## config.mk

```make
export PLATFORM = sky130hd
export DESIGN_NAME = audio_out_feeder
export DESIGN_NICKNAME = d
export VERILOG_FILES = /design/src/rtl/audio_pkg.sv /design/src/rtl/audio_out_feeder_sample_fifo.sv /design/src/rtl/audio_out_feeder.sv
export SDC_FILE = /design/constraint.sdc
export NUM_CORES = 1
export LEC_CHECK = 0
export ABC_AREA = 1
export BUFFER_PORTS_ARGS = -buffer_cell sky130_fd_sc_hd__buf_2
export CAP_MARGIN = 40
export CORE_MARGIN = 10
export CORE_UTILIZATION = 45
export DETAILED_ROUTE_END_ITERATION = 8
export PLACE_DENSITY = 0.62
export SLEW_MARGIN = 10
export SYNTH_ARGS = -nofsm -noshare
export SYNTH_HDL_FRONTEND = slang
export SYNTH_SLANG_ARGS = --single-unit
```

## constraint.sdc

```tcl
create_clock -name clk_50 -period 2 [get_ports clk_50]
set_clock_uncertainty 0.15 [all_clocks]
set_input_delay 0.2 -clock clk_50 [delete_from_list [all_inputs] [get_ports clk_50]]
set_output_delay 0.2 -clock clk_50 [all_outputs]
set_load 0.01 [all_outputs]
```

## src/rtl/audio_pkg.sv

```systemverilog
// -----------------------------------------------------------------------------
// audio_pkg
// Shared definitions for the audio output path: sample width, default FIFO
// depth, the feeder FSM state type and the volume/mute sample processing.
// -----------------------------------------------------------------------------
package audio_pkg;

    localparam int SAMPLE_W      = 16;
    localparam int SHIFT_W       = 3;
    localparam int DEFAULT_DEPTH = 8;

    typedef logic signed [SAMPLE_W-1:0] sample_t;

    typedef enum logic {
        ST_IDLE  = 1'b0,
        ST_WRITE = 1'b1
    } feeder_state_e;

    // Attenuate by an arithmetic right shift (sign preserved), or silence.
    function automatic sample_t process_sample(input sample_t             s,
                                               input logic [SHIFT_W-1:0] shift,
                                               input logic               mute);
        if (mute) begin
            return '0;
        end
        return s >>> shift;
    endfunction

endpackage

```

## src/rtl/audio_out_feeder_sample_fifo.sv

```systemverilog
// -----------------------------------------------------------------------------
// sample_fifo
// Circular sample buffer with wrapping read/write pointers and an occupancy
// count of 0..DEPTH. The caller guarantees push/pop legality.
//   clk_50  : clock, rising edge
//   rst     : synchronous active-high reset (pointers and count to zero)
//   push_i  : write data_i at the tail
//   pop_i   : advance the head
//   data_i  : sample to store
//   data_o  : sample currently at the head
//   count_o : number of stored samples
// -----------------------------------------------------------------------------
module sample_fifo
    import audio_pkg::*;
#(
    parameter int DEPTH = DEFAULT_DEPTH
) (
    input  logic                     clk_50,
    input  logic                     rst,
    input  logic                     push_i,
    input  logic                     pop_i,
    input  logic [SAMPLE_W-1:0]      data_i,
    output logic [SAMPLE_W-1:0]      data_o,
    output logic [$clog2(DEPTH):0]   count_o
);

    localparam int AW = $clog2(DEPTH);

    logic [SAMPLE_W-1:0] mem_q [DEPTH];
    logic [AW-1:0]       wr_ptr_q, wr_ptr_d;
    logic [AW-1:0]       rd_ptr_q, rd_ptr_d;
    logic [AW:0]         count_q,  count_d;

    // NOTE: the storage array has no reset; pointers and count alone decide
    // which entries are valid, so clearing the array would only cost logic.
    always_ff @(posedge clk_50) begin
        if (push_i) begin
            mem_q[wr_ptr_q] <= data_i;
        end
    end

    // Pointers wrap naturally because DEPTH is a power of two.
    always_comb begin
        wr_ptr_d = wr_ptr_q;
        rd_ptr_d = rd_ptr_q;
        count_d  = count_q;
        if (push_i) wr_ptr_d = wr_ptr_q + 1'b1;
        if (pop_i)  rd_ptr_d = rd_ptr_q + 1'b1;
        if (push_i && !pop_i) count_d = count_q + 1'b1;
        if (pop_i && !push_i) count_d = count_q - 1'b1;
    end

    // NOTE: sequential state is updated with non-blocking assignments only, so
    // every register samples its _d value from before the clock edge.
    always_ff @(posedge clk_50) begin
        if (rst) begin
            wr_ptr_q <= '0;
            rd_ptr_q <= '0;
            count_q  <= '0;
        end else begin
            wr_ptr_q <= wr_ptr_d;
            rd_ptr_q <= rd_ptr_d;
            count_q  <= count_d;
        end
    end

    assign data_o  = mem_q[rd_ptr_q];
    assign count_o = count_q;

endmodule

```

## src/rtl/audio_out_feeder.sv

```systemverilog
// -----------------------------------------------------------------------------
// audio_out_feeder
// Buffers PCM samples from the flash fetch stage and feeds them to the codec
// output FIFO, one write strobe per sample, with volume shift and mute.
//   clk_50            : system clock, rising edge
//   rst               : synchronous active-high reset
//   sample_in/_valid  : incoming signed sample and its one-cycle strobe
//   sample_ready      : FIFO has room
//   audio_out_allowed : codec FIFO has space
//   write_audio_out   : one-cycle codec write strobe
//   writedata_left/right : processed sample (identical channels)
//   volume_shift/mute : attenuation controls, sampled when a sample is popped
//   fill_level        : FIFO occupancy
//   overflow          : sticky flag, a sample was dropped on a full FIFO
//   underflow_count   : saturating count of starvation events
// -----------------------------------------------------------------------------
module audio_out_feeder
    import audio_pkg::*;
#(
    parameter int DEPTH = DEFAULT_DEPTH
) (
    input  logic                     clk_50,
    input  logic                     rst,
    input  logic [SAMPLE_W-1:0]      sample_in,
    input  logic                     sample_valid,
    output logic                     sample_ready,
    input  logic                     audio_out_allowed,
    output logic                     write_audio_out,
    output logic [SAMPLE_W-1:0]      writedata_left,
    output logic [SAMPLE_W-1:0]      writedata_right,
    input  logic [SHIFT_W-1:0]       volume_shift,
    input  logic                     mute,
    output logic [$clog2(DEPTH):0]   fill_level,
    output logic                     overflow,
    output logic [15:0]              underflow_count
);

    localparam int                 CW      = $clog2(DEPTH) + 1;
    localparam logic [CW-1:0]      DEPTH_C = CW'(DEPTH);

    feeder_state_e        state_q,  state_d;
    logic [SAMPLE_W-1:0]  wdata_q,  wdata_d;
    logic                 overflow_q, overflow_d;
    logic                 starve_q, starve_d;
    logic [15:0]          underflow_count_q, underflow_count_d;

    logic                 push, pop, full;
    logic [SAMPLE_W-1:0]  head;
    logic [CW-1:0]        count;

    sample_fifo #(.DEPTH(DEPTH)) u_fifo (
        .clk_50  (clk_50),
        .rst     (rst),
        .push_i  (push),
        .pop_i   (pop),
        .data_i  (sample_in),
        .data_o  (head),
        .count_o (count)
    );

    assign full = (count == DEPTH_C);
    assign pop  = (state_q == ST_IDLE) && audio_out_allowed && (count != '0);
    // A full FIFO still accepts a sample when the head leaves in the same cycle.
    assign push = sample_valid && (!full || pop);

    // NOTE: every always_comb output gets a default first, so no path through
    // the block can leave a signal unassigned and infer a latch.
    always_comb begin
        state_d           = state_q;
        wdata_d           = wdata_q;
        overflow_d        = overflow_q || (sample_valid && !push);
        // Starvation: ready to send, codec has room, nothing buffered.
        starve_d          = (state_q == ST_IDLE) && audio_out_allowed && (count == '0);
        underflow_count_d = underflow_count_q;

        unique case (state_q)
            ST_IDLE: begin
                if (pop) begin
                    state_d = ST_WRITE;
                    wdata_d = process_sample(sample_t'(head), volume_shift, mute);
                end
            end
            ST_WRITE: begin
                // The strobe is already committed; audio_out_allowed is ignored.
                state_d = ST_IDLE;
            end
        endcase

        // Count rising edges of the starvation condition only.
        if (starve_d && !starve_q && (underflow_count_q != 16'hFFFF)) begin
            underflow_count_d = underflow_count_q + 16'd1;
        end
    end

    always_ff @(posedge clk_50) begin
        if (rst) begin
            state_q           <= ST_IDLE;
            wdata_q           <= '0;
            overflow_q        <= 1'b0;
            starve_q          <= 1'b0;
            underflow_count_q <= '0;
        end else begin
            state_q           <= state_d;
            wdata_q           <= wdata_d;
            overflow_q        <= overflow_d;
            starve_q          <= starve_d;
            underflow_count_q <= underflow_count_d;
        end
    end

    assign sample_ready    = !full;
    assign write_audio_out = (state_q == ST_WRITE);
    assign writedata_left  = wdata_q;
    assign writedata_right = wdata_q;
    assign fill_level      = count;
    assign overflow        = overflow_q;
    assign underflow_count = underflow_count_q;

endmodule

```

* Word level (Yosys, flattened, before mapping)
Memory sizes are Yosys's and may differ from the RTL's. A register that Yosys moved wholly into a read port is not among the register bits.
Index checks and enable logic that the tools add are counted.
** Word-level totals
- Memory bits (writable) :: 128
- Input port bits :: 24
- Output and inout port bits :: 55
- Bits in registers :: 45
- Memories kept :: 1
- Logic and storage cells :: 50
** Operators by class
- Muxes and demuxes :: 13
- Reduce and logical (&&, ||, !) cells :: 19
- Shifts and indexed selects :: 1
- Bitwise logic cells :: 1
- Add/sub/neg operators :: 5
- Eq/ne operators :: 2
** Memory list
- u_fifo.mem_q :: depth 8, width 16, rd ports 1, clocked after Yosys merged registers in 1, write ports 1, RTL line audio_out_feeder_sample_fifo.sv:29 : logic [SAMPLE_W-1:0] mem_q [DEPTH];
** Operators with widths (number)
- $mux 16 :: 2
- $add 16x1->16 const B :: 1
- $ne 16x16->1 const B :: 1
- $sshr 16x3->16 :: 1
- $logic_and 1x1->1 :: 9
- $mux 4 :: 2
- $add 3x1->3 const B :: 2
- $mux 1 :: 6
- $mux 3 :: 2
- $add 4x1->4 const B :: 1
- $eq 4x4->1 const B :: 1
- $logic_not 1->1 :: 4
- $logic_not 4->1 :: 1
- $reduce_bool 4->1 :: 1
- $sub 4x1->4 const B :: 1
- $logic_or 1x1->1 :: 2
- $pmux 1 s2 :: 1
- $reduce_and 2->1 :: 1
- $reduce_bool 2->1 :: 1
- $not 1->1 :: 1

* Depth between registers and ports, before layout
Gate-level depths: netlist of the first run.
- Depth after elaboration :: 8
- Gate-level depth with buffers :: 15
- Mapped depth without buffers :: 13

* Cells and area by module
Synthesis of the first run repeated with hierarchy kept, for this count alone.
** Unflattened totals
- Cell total of the unflattened synthesis :: 822
- Area, all modules :: 8066.5 um2
** Modules (own cells, without submodules)
- sample_fifo :: instances 1, seq. area each 4103.9 um2, cells an instance 445, area each 5626.6 um2
- audio_out_feeder :: instances 1, seq. area each 700.7 um2, cells an instance 377, area each 2439.8 um2

* Worst setup path after synthesis of the first run
No wires, ideal clock.
- Kind :: reg-to-reg
- From :: register u_fifo.count_q[1], in the netlist u_fifo.count_o[1]
- To :: memory u_fifo.mem_q[0][0], enable pin
- Data arrival time :: 1.812 ns
- Library setup time :: 0.388 ns
- Period minus slack after synthesis :: 2.350 ns
- Setup slack :: -0.350 ns
- Path buffers :: 0
- Cell stages (with the launch flop) :: 9
- Cell sequence :: dfxtp_1 -> nor2_2 -> nand3_1 -> nor2_1 -> inv_1 -> nand2_1 -> inv_1 -> nand2_1 -> nor2_1
** Between the ends
- Word-level cells in the longest chain between the ends :: 6
- Elaborated cells on any way between the ends :: 8
** Ends and longest elaborated chain
- from (decl) :: RTL line audio_out_feeder_sample_fifo.sv:32 : logic [AW:0] count_q, count_d;
- from (signal assigned) :: RTL line audio_out_feeder_sample_fifo.sv:63 : count_q <= count_d;
- $eq 4x4->1 :: RTL line audio_out_feeder.sv:61 : assign full = (count == DEPTH_C);
- $logic_not 1->1
- via sample_ready :: RTL line audio_out_feeder.sv:26 : output logic sample_ready,
- $logic_or 1x1->1 :: RTL line audio_out_feeder.sv:64 : assign push = sample_valid && (!full || pop);
- $logic_and 1x1->1 :: RTL line audio_out_feeder.sv:64
- $mux 1 :: RTL line audio_out_feeder_sample_fifo.sv:37 : if (push_i) begin
- $mux 1 (implied by the code) :: RTL line audio_out_feeder_sample_fifo.sv:38 : mem_q[wr_ptr_q] <= data_i;
- to (decl) :: RTL line audio_out_feeder_sample_fifo.sv:29
The timed path passes the listed nets, and every way through them passes these cells.

* Final worst setup path of the first run
- From :: register u_fifo.count_q[0], in the netlist u_fifo.count_o[0]
- To :: register u_fifo.count_q[3], in the netlist u_fifo.count_o[3]
** Between the ends
- Word-level cells in the longest chain between the ends :: 7
- Elaborated cells on any way between the ends :: 15
** Ends and longest elaborated chain
- branches (longest 7 deep; another with $add 4x1->4)
Parallel ways; which one is timed is not known. The select of a mux whose other input is x is not followed.
A chain may end at the register's enable or synchronous reset.

==> results of run 1 <==
==> cell usage after synthesis (all sizes together) <==
cell type  number
nand2         260
nand3         144
inv           139
edfxtp        128
nor2           69
dfxtp          48
buf            45
a21oi          37
o21ai          17
clkbuf         10
nor3           10
ha              6
nand4           5
nor3b           4
xor2            4
o21a            3
xnor2           3
and3            1
nand3b          1
or2             1
==> kinds of logic (layout without fill, tap and decap cells) <==
logic type               count (synthesis)  count (layout)  synth area share
AO/OA/AOI/OAI                           57              57            0.0359
adder cells (fa/ha/maj)                  6               6           0.00909
buffers and inverters                  194             309             0.101
XOR/XNOR                                 7               7           0.00742
AND/OR/NAND/NOR                        495             495             0.264
flip-flops                             176             176             0.582
==> worst max-delay path, stage by stage, from the launching register on <==
cell      delay [ns]
dfxtp_2         0.34
nor2_4          0.12
nand3_2         0.10
nor2_4          0.12
inv_2           0.05
nand2_4         0.07
ha_4            0.16
xnor2_1         0.09
nand3b_1        0.18
a21oi_1         0.15
o21ai_1         0.10
o21ai_1         0.14
a21oi_1         0.05
==> state kept, by name (all words and copies together), names as in the netlist, named ones only <==
register,cells
u_fifo.wr_ptr_q,3
overflow,1
u_fifo.rd_ptr_q,3
starve_q,1
write_audio_out,1
writedata_left,16
u_fifo.mem_q,128
underflow_count,16
u_fifo.count_o,4
==> stage by stage <==
stage	setup TNS, ns	utilization	area [um2]	hold WS, ns
after floorplan	-0.646	-	8330	0.149
after global placement	-0.400	0.507	9140	0.308
after detailed placement	0	0.507	9150	0.310
after CTS	0	0.549	9890	0.0228
after global routing	-0.135	0.558	10100	0.0532
final	0	0.558	10100	0.0456
==> layout make-up <==
| cell class | instances | area [um2] |
|---|---|---|
| timing repair buffer | 138 | 1110 |
| sequential | 176 | 4820 |
| fill | 1646 | 7970 |
| tap | 229 | 287 |
| clock inverter | 14 | 143 |
| inverter | 139 | 524 |
| clock buffer | 18 | 429 |
| multi-input combinational | 565 | 2750 |
==> power groups by stage <==
stage,combinational [mW],sequential (mW),clock [mW]
floorplan,2.22,4.44,0
global placement,3.29,4.39,0
detailed placement,3.31,4.40,0
CTS,3.36,4.32,3.28
global route,3.99,4.36,3.45
finish,3.54,4.34,3.25
==> routing by layer <==
layer,share of wire,wire length (um)
met1,0.44,8800
met2,0.50,10000
met3,0.046,924
met4,0.021,422
met5,0,0
==> placed cells by master, fill, tap and decap left out, types with 5 or more instances in the layout <==
cell,synthesis,layout
nor2_2,1,8
inv_2,3,5
clkbuf_16,0,19
nor3_1,9,8
dfxtp_1,48,42
a21oi_1,36,34
clkinvlp_4,0,7
nand2_2,3,8
o21ai_1,2,6
buf_12,0,14
o21ai_0,15,11
buf_2,20,78
buf_4,18,24
inv_1,136,133
nand3_1,141,133
nand3_2,1,9
dlygate4sd3_1,0,17
edfxtp_1,128,128
nand2_1,256,250
nor2_1,66,56
nor2_4,2,5
==> repair_timing <==
item,in CTS,in global routing
buffers inserted,0,2
resized for setup,2,30
gates cloned,0,2
hold endpoints to repair,129,0
pin swaps,0,12
hold buffers,17,0
endpoints found under the setup margin,2,140
==> worst max path at each step <==
stage	cells after the start	slack [ns]	startpoint	end
after floorplan	8	-0.01	u_fifo.count_o[2]	u_fifo.mem_q[0][0]
after global placement	5	-0.04	write_audio_out	writedata_left[8]
after detailed placement	12	0.002	u_fifo.count_o[1]	u_fifo.count_o[3]
after CTS	9	0.008	write_audio_out	u_fifo.mem_q[0][11]
after global routing	12	-0.09	u_fifo.count_o[0]	u_fifo.count_o[3]
final	12	0.07	u_fifo.count_o[0]	u_fifo.count_o[3]
==> flow_summary_export.csv, run 1 <==
group,metric,value,unit
power_and_ir_drop,p_seq_frac,0.390,
sta,tightest_slew,0.642,ns
setup_path,critPathLaunchType,"register",
setup_path,r2r_cells,12,
sta,finalCritPeriodShare,0.965,
synth,synth_area_leader_cell,"edfxtp_1",
clock_tree,cts_buffers,17,
grt,use_met2,0.275,
drt,vias,6293,
synth,synth_nets,965,
sta,fmax,518,MHz
grt,grt_max_degree,37,
place,dpl_worst_slack,0.00207,ns
synth,synth.distinct_cells,36,
grt,first_global_vias,6174,
place,place.gp.congestion,0.843,
drt,first_pass_iters,5,
sta,period_needed,1.93,ns
clock_tree,root_buffer,"clkbuf_16",
place,dp.cells,1226,
setup_path,rr_startpoint,"u_fifo.count_o[0]",
floorplan,die_h,155,um
final_layout,fin_cells,1279,
worst_hold_path,hp-class,"in2reg",
drt,initialDrtViolationCount,550,
floorplan,dieArea,24200,um2
setup_path,critPathKind,"reg2reg",
floorplan,coreArea,18000,um2
clock_tree,clk_pin_slew_worst_paths,0.07,ns
power_and_ir_drop,internal_power,7.36,mW
clock_tree,cts_htree_levels,4,
drt,viasPerCell,4.92,
sta,finalSetupViolCount,0,
floorplan,die_x,155,um
clock_tree,cts_num_sinks,176,
synth,synth_top_area_share,0.465,
floorplan,ios,79,
run,cap_violations,0,
clock_tree,cts_tree,"built",
floorplan,rows,49,
setup_path,worst_ep_required_time,2.17,ns
setup_path,reg2reg_slack,0.07,ns
setup_path,arrival,2.10,ns
drt,ant_nets,0,
synth,syn_inst,935,
grt,grt_pass1_wl,32000,um
setup_path,crit_fanout,3,
grt,grt_use_total,0.166,
status,outcome,"finished clean",
power_and_ir_drop,p_sw,3.76,mW
setup_path,timing.rr.end,"u_fifo.count_o[3]",
worst_hold_path,hold_end,"writedata_left[12]",
floorplan,start_util,0.458,
clock_tree,ctsLongestPathBuffers,2,
grt,antenna_found_initial,0,
grt,met1_usage,0.207,
power_and_ir_drop,p_comb_frac,0.318,
power_and_ir_drop,swShare,0.338,
synth,synth_area_leaders,"edfxtp_1 47%, dfxtp_1 12%, nand2_1 12%",
place,portBuffers,78,
grt,grt.met3_usage,0.0347,
synth,netlist_area,8260,um2
final_layout,antenna_cells,0,
drt,wl_per_cell,15.7,um
grt,busiest_layer,"met2",
final_layout,drive_gt1_frac,0.199,
power_and_ir_drop,leakage,4.39,nW
place,hpwl,13300,um
synth,syn_avg_cell_area,8.83,um2
drt,wl,20100,um
sta,final_max_slew_viol_count,0,
sta,relSlewSlack,0.571,
grt,grt_overflow,0,
drt,remaining_drc_errors,0,
final_layout,area_growth,21.8,%
sta,setup_ws,0.0700,ns
synth,synth_warnings,0,
synth,ys_ff_latch,176,
power_and_ir_drop,p_total,11.1,mW
setup_path,end_kind,"register",
sta,rsz0062_at_grt,"yes",
final_layout,fin_nets,1067,
power_and_ir_drop,peakVddDrop,0.697,mV
power_and_ir_drop,p_clk_frac,0.292,
worst_hold_path,hold_depth,4,
worst_hold_path,hp-start,"mute",
sta,hold_violations,0,
synth,ys_seq_area_frac,0.582,
clock_tree,clk_latency,0.43,ns
power_and_ir_drop,p_per_area,1110,nW/um2
(Power assumes the default switching activity.)
==> inputs of run 2 (changes only) <==
--- a/config.mk
+++ b/config.mk
@@ -11,5 +11,5 @@
 export CORE_MARGIN = 10
-export CORE_UTILIZATION = 45
+export CORE_UTILIZATION = 30
 export DETAILED_ROUTE_END_ITERATION = 8
-export PLACE_DENSITY = 0.62
+export PLACE_DENSITY = 0.44
 export SLEW_MARGIN = 10
--- a/constraint.sdc
+++ b/constraint.sdc
@@ -4,2 +4,2 @@
 set_output_delay 0.2 -clock clk_50 [all_outputs]
-set_load 0.01 [all_outputs]
+set_load 0.005 [all_outputs]
==> run 2 against run 1 <==
Net effect:
- worst hold slack lost 0.013 ns
- sequential cell count is the same
- final cell count grew 12%
- global-route usage shrank 3.4 points
- via count grew 2.3%
- critical path depth is the same
- setup slack gained 0.0017 ns
- die area grew 43%
- clock-buffer cell count is the same
- sequential power is essentially flat
- first-iteration DRC count shrank 31%
- critical path type unchanged
- largest cell class unchanged
==> flow_summary_export.csv, run 2 (synthesis results as in run 1) <==
group,metric,value,unit
drt,initialDrtViolationCount,377,
setup_path,arrival,2.10,ns
grt,antenna_found_initial,0,
power_and_ir_drop,peakVddDrop,0.590,mV
floorplan,ios,79,
final_layout,largest_reg_flops,128,
power_and_ir_drop,p_per_area,1100,nW/um2
place,place.gp.congestion,0.823,
setup_path,end_kind,"register",
final_layout,final_common_cell,"nand2_1",
drt,remaining_drc_errors,0,
grt,grt_pass1_wl,35000,um
floorplan,rows,60,
final_layout,multi_input_area,2990,um2
drt,viasPerCell,4.51,
clock_tree,clk_pin_slew_worst_paths,0.07,ns
place,hpwl,15200,um
floorplan,die_h,186,um
power_and_ir_drop,p_total,12.0,mW
floorplan,start_util,0.306,
grt,grt_overflow,0,
final_layout,regMostFlops,"u_fifo.mem_q",
sta,final_max_slew_viol_count,0,
sta,hold_violations,0,
final_layout,fin_nets,1103,
sta,relSlewSlack,0.610,
setup_path,critPathKind,"reg2reg",
final_layout,drive_gt1_frac,0.270,
clock_tree,root_buffer,"clkbuf_16",
sta,fin_setup_tns,0,ns
clock_tree,ctsLongestPathBuffers,2,
floorplan,die_x,186,um
clock_tree,cts_num_sinks,176,
final_layout,fin_util,0.401,
run,cap_violations,0,
drt,wl,23800,um
final_layout,seq_area,4810,um2
setup_path,r2r_cells,12,
setup_path,worst_ep_required_time,2.18,ns
place,portBuffers,78,
sta,fmax,519,MHz
grt,grt_max_degree,42,
drt,ant_nets,0,
floorplan,coreArea,27000,um2
clock_tree,clk_latency,0.43,ns
sta,rsz0062_at_grt,"yes",
worst_hold_path,hold_depth,4,
sta,finalSetupViolCount,0,
status,outcome,"finished clean",
final_layout,design_area,10900,um2
clock_tree,cts_buffers,17,
final_layout,final_cell_mix,"234 x nand2_1, 133 x inv_1, 128 x edfxtp_1",
drt,vias,6437,
grt,first_global_vias,6263,
setup_path,crit_fanout,3,
sta,period_needed,1.93,ns
final_layout,nFillCells,2677,
place,placed_cell_area,9390,um2
sta,finalCritPeriodShare,0.964,
drt,first_pass_iters,5,
final_layout,area_growth,31.4,%
drt,wl_per_cell,16.7,um
setup_path,critPathLaunchType,"register",
clock_tree,cts_tree,"built",
sta,tightest_slew,0.584,ns
grt,grt_use_total,0.131,
floorplan,dieArea,34600,um2
worst_hold_path,hp-class,"in2reg",
clock_tree,cts_htree_levels,4,
power_and_ir_drop,leakage,4.70,nW
run 2: metal layers:
layer | vias up | global-route usage | part of all wire
li1 | 3283 | - | -
met1 | 3027 | 0.171 | 0.48
met4 | 0 | 0.0419 | 0.019
met2 | 103 | 0.220 | 0.47
met3 | 24 | 0.0195 | 0.030
met5 | - | 0 | 0
run 2: final cells by class:
type	instances	share of cell area
antenna	1	0.000231
clock buffer	18	0.0396
clock inverter	13	0.0107
inverter	139	0.0492
multi-input combinational	565	0.276
sequential	176	0.444
tap	341	0.0393
timing repair buffer	174	0.142
run 2: through the flow:
stage	hold slack, ns	worst slack (ns)	std cells
after floorplan	0.149	-0.174	935
after global placement	0.303	-0.0433	1353
after detailed placement	0.303	-0.0728	1353
after CTS	0.0425	0.00798	1403
after global routing	0.0803	-0.0484	1426
final	0.0328	0.0717	1427
run 2: report_power, final:
| part | internal [mW] | switching, mW | total [mW] |
|---|---|---|---|
| clock network | 1.71 | 1.46 | 3.17 |
| logic | 1.92 | 2.57 | 4.49 |
| registers | 4.16 | 0.162 | 4.33 |
| total | 7.80 | 4.19 | 12.0 |
run 2: critical path, stage by stage (launching register included):
cell and delay [ns]:
dfxtp_2 0.34, nor2_4 0.12, buf_6 0.10, nand3_2 0.05
nand2_2 0.08, inv_2 0.05, ha_4 0.18, xnor2_2 0.14
nand3b_1 0.18, a21oi_1 0.15, o21ai_1 0.09, o21ai_1 0.14
a21oi_1 0.05
run 2: path summary, 6_finish.rpt:
| check | from | to | slack, ns |
|---|---|---|---|
| max | u_fifo.count_o[0] | u_fifo.count_o[3] | 0.07 |
| min | rst | u_fifo.wr_ptr_q[2] | 0.03 |
| max reg2reg | u_fifo.count_o[0] | u_fifo.count_o[3] | 0.07 |
| min reg2reg | u_fifo.rd_ptr_q[2] | u_fifo.rd_ptr_q[2] | 0.32 |
run 2: repair_timing:
action	in CTS	in global routing
hold buffers	18	0
endpoints found under the hold margin	130	0
pin swaps	2	27
setup buffers	1	12
gates resized for setup	4	100
endpoints found under the setup margin	62	90
cloned	0	11
==> inputs of run 3 (changes only) <==
Settings changed: CORE_UTILIZATION 30 to 54, PLACE_DENSITY 0.44 to 0.73.
==> run 3 against run 2 <==
Net effect:
- largest cell class unchanged
- maximum frequency down 5.6%
- the flow now finishes with violations (negative setup slack)
- final cell count down 12%
- die area down 40%
- critical path depth unchanged
- sequential power about the same
- routed wire length down 19%
- clock-buffer cell count unchanged
- register-to-register slack worse by 0.12 ns
- utilization up 27 points
- clock power up 3%
==> flow_summary_export.csv, run 3 (synthesis results as in run 1) <==
group,metric,value,unit
status,outcome,"complete, but fails checks",
status,violations,"negative setup slack",
final_layout,final_cell_mix,"253 x nand2_1, 137 x nand3_1, 134 x inv_1",
final_layout,fin_util,0.669,
sta,hold_violations,0,
final_layout,design_area,10100,um2
sta,finalSetupViolCount,2,
final_layout,fin_cells,1249,
power_and_ir_drop,p_sw,3.72,mW
setup_path,crit_fanout,3,
clock_tree,cts_buffers,17,
power_and_ir_drop,p_per_area,1110,nW/um2
sta,setup_ws,-0.0435,ns
drt,vias,6407,
floorplan,die_h,144,um
grt,grt_max_degree,34,
setup_path,critPathKind,"reg2reg",
sta,period_needed,2.04,ns
drt,wl,19400,um
clock_tree,clk_latency,0.43,ns
setup_path,worst_path_largest_cell_delay,0.33,ns
place,hpwl,12900,um
drt,first_pass_iters,5,
drt,remaining_drc_errors,0,
power_and_ir_drop,swShare,0.332,
setup_path,critPathLaunchType,"register",
clock_tree,cts_num_sinks,176,
floorplan,start_util,0.547,
power_and_ir_drop,p_comb_frac,0.320,
sta,relSlewSlack,0.634,
place,place.gp.congestion,0.870,
sta,final_max_slew_viol_count,0,
final_layout,regMostFlops,"u_fifo.mem_q",
grt,grt_use_total,0.190,
setup_path,end_kind,"register",
final_layout,largest_reg_flops,128,
drt,ant_nets,0,
sta,rsz0062_at_grt,"yes",
floorplan,dieArea,20600,um2
final_layout,nFillCells,1161,
drt,initialDrtViolationCount,430,
floorplan,die_x,144,um
sta,fmax,489,MHz
clock_tree,cts_htree_levels,4,
grt,grt_pass1_wl,30800,um
setup_path,slowest_stage,"dfxtp_2",
place,placed_cell_area,9050,um2
grt,antenna_found_initial,1,
floorplan,rows,45,
power_and_ir_drop,internal_power,7.46,mW
power_and_ir_drop,p_total,11.2,mW
run,cap_violations,0,
power_and_ir_drop,peakVddDrop,0.996,mV
power_and_ir_drop,p_seq_frac,0.388,
drt,viasPerCell,5.13,
power_and_ir_drop,leakage,4.45,nW
clock_tree,ctsLongestPathBuffers,2,
final_layout,fin_nets,1077,
power_and_ir_drop,p_clk_frac,0.292,
floorplan,ios,79,
sta,finalCritPeriodShare,1.02,
clock_tree,clk_pin_slew_worst_paths,0.07,ns
final_layout,final_common_cell,"nand2_1",
place,dp.cells,1187,
grt,first_global_vias,6125,
final_layout,area_growth,22.2,%
clock_tree,root_buffer,"clkbuf_16",
grt,grt_overflow,0,
setup_path,arrival,2.22,ns
floorplan,coreArea,15100,um2
drt,wl_per_cell,15.6,um
place,portBuffers,78,
final_layout,drive_gt1_frac,0.205,
sta,tightest_slew,0.548,ns
worst_hold_path,hp-class,"in2reg",
clock_tree,cts_tree,"built",
place,dpl_worst_slack,-0.129,ns
setup_path,cp_cell_sequence,"nor2_4 > buf_6 > nand3_2 > nand2_2 > inv_2 > ha_4 > xnor2_2 > nand3b_1 > a21oi_1 > o21ai_1 > o21ai_1 > a21oi_1",
setup_path,worst_ep_required_time,2.17,ns
run 3: path summary, 6_finish.rpt:
path	start	cells after the start	to	slack, ns
max reg2reg	u_fifo.count_o[0]	12	u_fifo.count_o[3]	-0.04
max	u_fifo.count_o[0]	12	u_fifo.count_o[3]	-0.04
min reg2reg	u_fifo.rd_ptr_q[2]	2	u_fifo.rd_ptr_q[2]	0.31
min	audio_out_allowed	5	starve_q	0.03
run 3: stage by stage:
stage / hold WS [ns] / TNS (ns)
global route: 0.0413 / -1.71
CTS: 0.0260 / -0.00280
finish: 0.0305 / -0.0739
floorplan: 0.149 / -11.24
global placement: 0.300 / -0.0110
detailed placement: 0.303 / -3.26
run 3: cell type report:
class / instances / area, um2 / share of cell area
Clock buffer: 18 / 429 / 0.0425
Multi-Input combinational cell: 565 / 2810 / 0.279
Timing Repair Buffer: 148 / 1120 / 0.111
Clock inverter: 14 / 155 / 0.0154
Inverter: 139 / 524 / 0.0520
Tap cell: 188 / 235 / 0.0233
Sequential cell: 176 / 4810 / 0.477
Antenna cell: 1 / 2.50 / 0.000248
run 3: timing repair:
item / CTS / global route
hold buffers: 17 / 0
setup buffers: 1 / 11
pin swaps: 1 / 15
endpoints found under the setup margin: 67 / 156
endpoints found under the hold margin: 129 / 0
resized for setup: 9 / 42
run 3: power groups by stage:
stage	Clock, mW	Combinational, mW	Sequential [mW]
after global placement	0	3.09	4.37
after floorplan	0	2.16	4.38
after CTS	3.31	3.25	4.31
final	3.27	3.58	4.33
after detailed placement	0	3.14	4.38
after global routing	3.48	3.99	4.36
run 3: routing by layer:
layer  track usage  share of wire  up-vias
li1              -              -     3233
met1         0.230           0.42     2957
met2         0.324           0.51      177
met3        0.0409          0.048       40
met4        0.0763          0.022        0
met5             0              0        -
run 3: worst max-delay path, delay by kind of cell (launching register included):
kind,cells,cell delay [ns]
AND/OR/NAND/NOR,4,0.48
AO/OA/AOI/OAI,4,0.47
flip-flops,1,0.33
buffers and inverters,2,0.18
adder cells (fa/ha/maj),1,0.18
XOR/XNOR,1,0.14
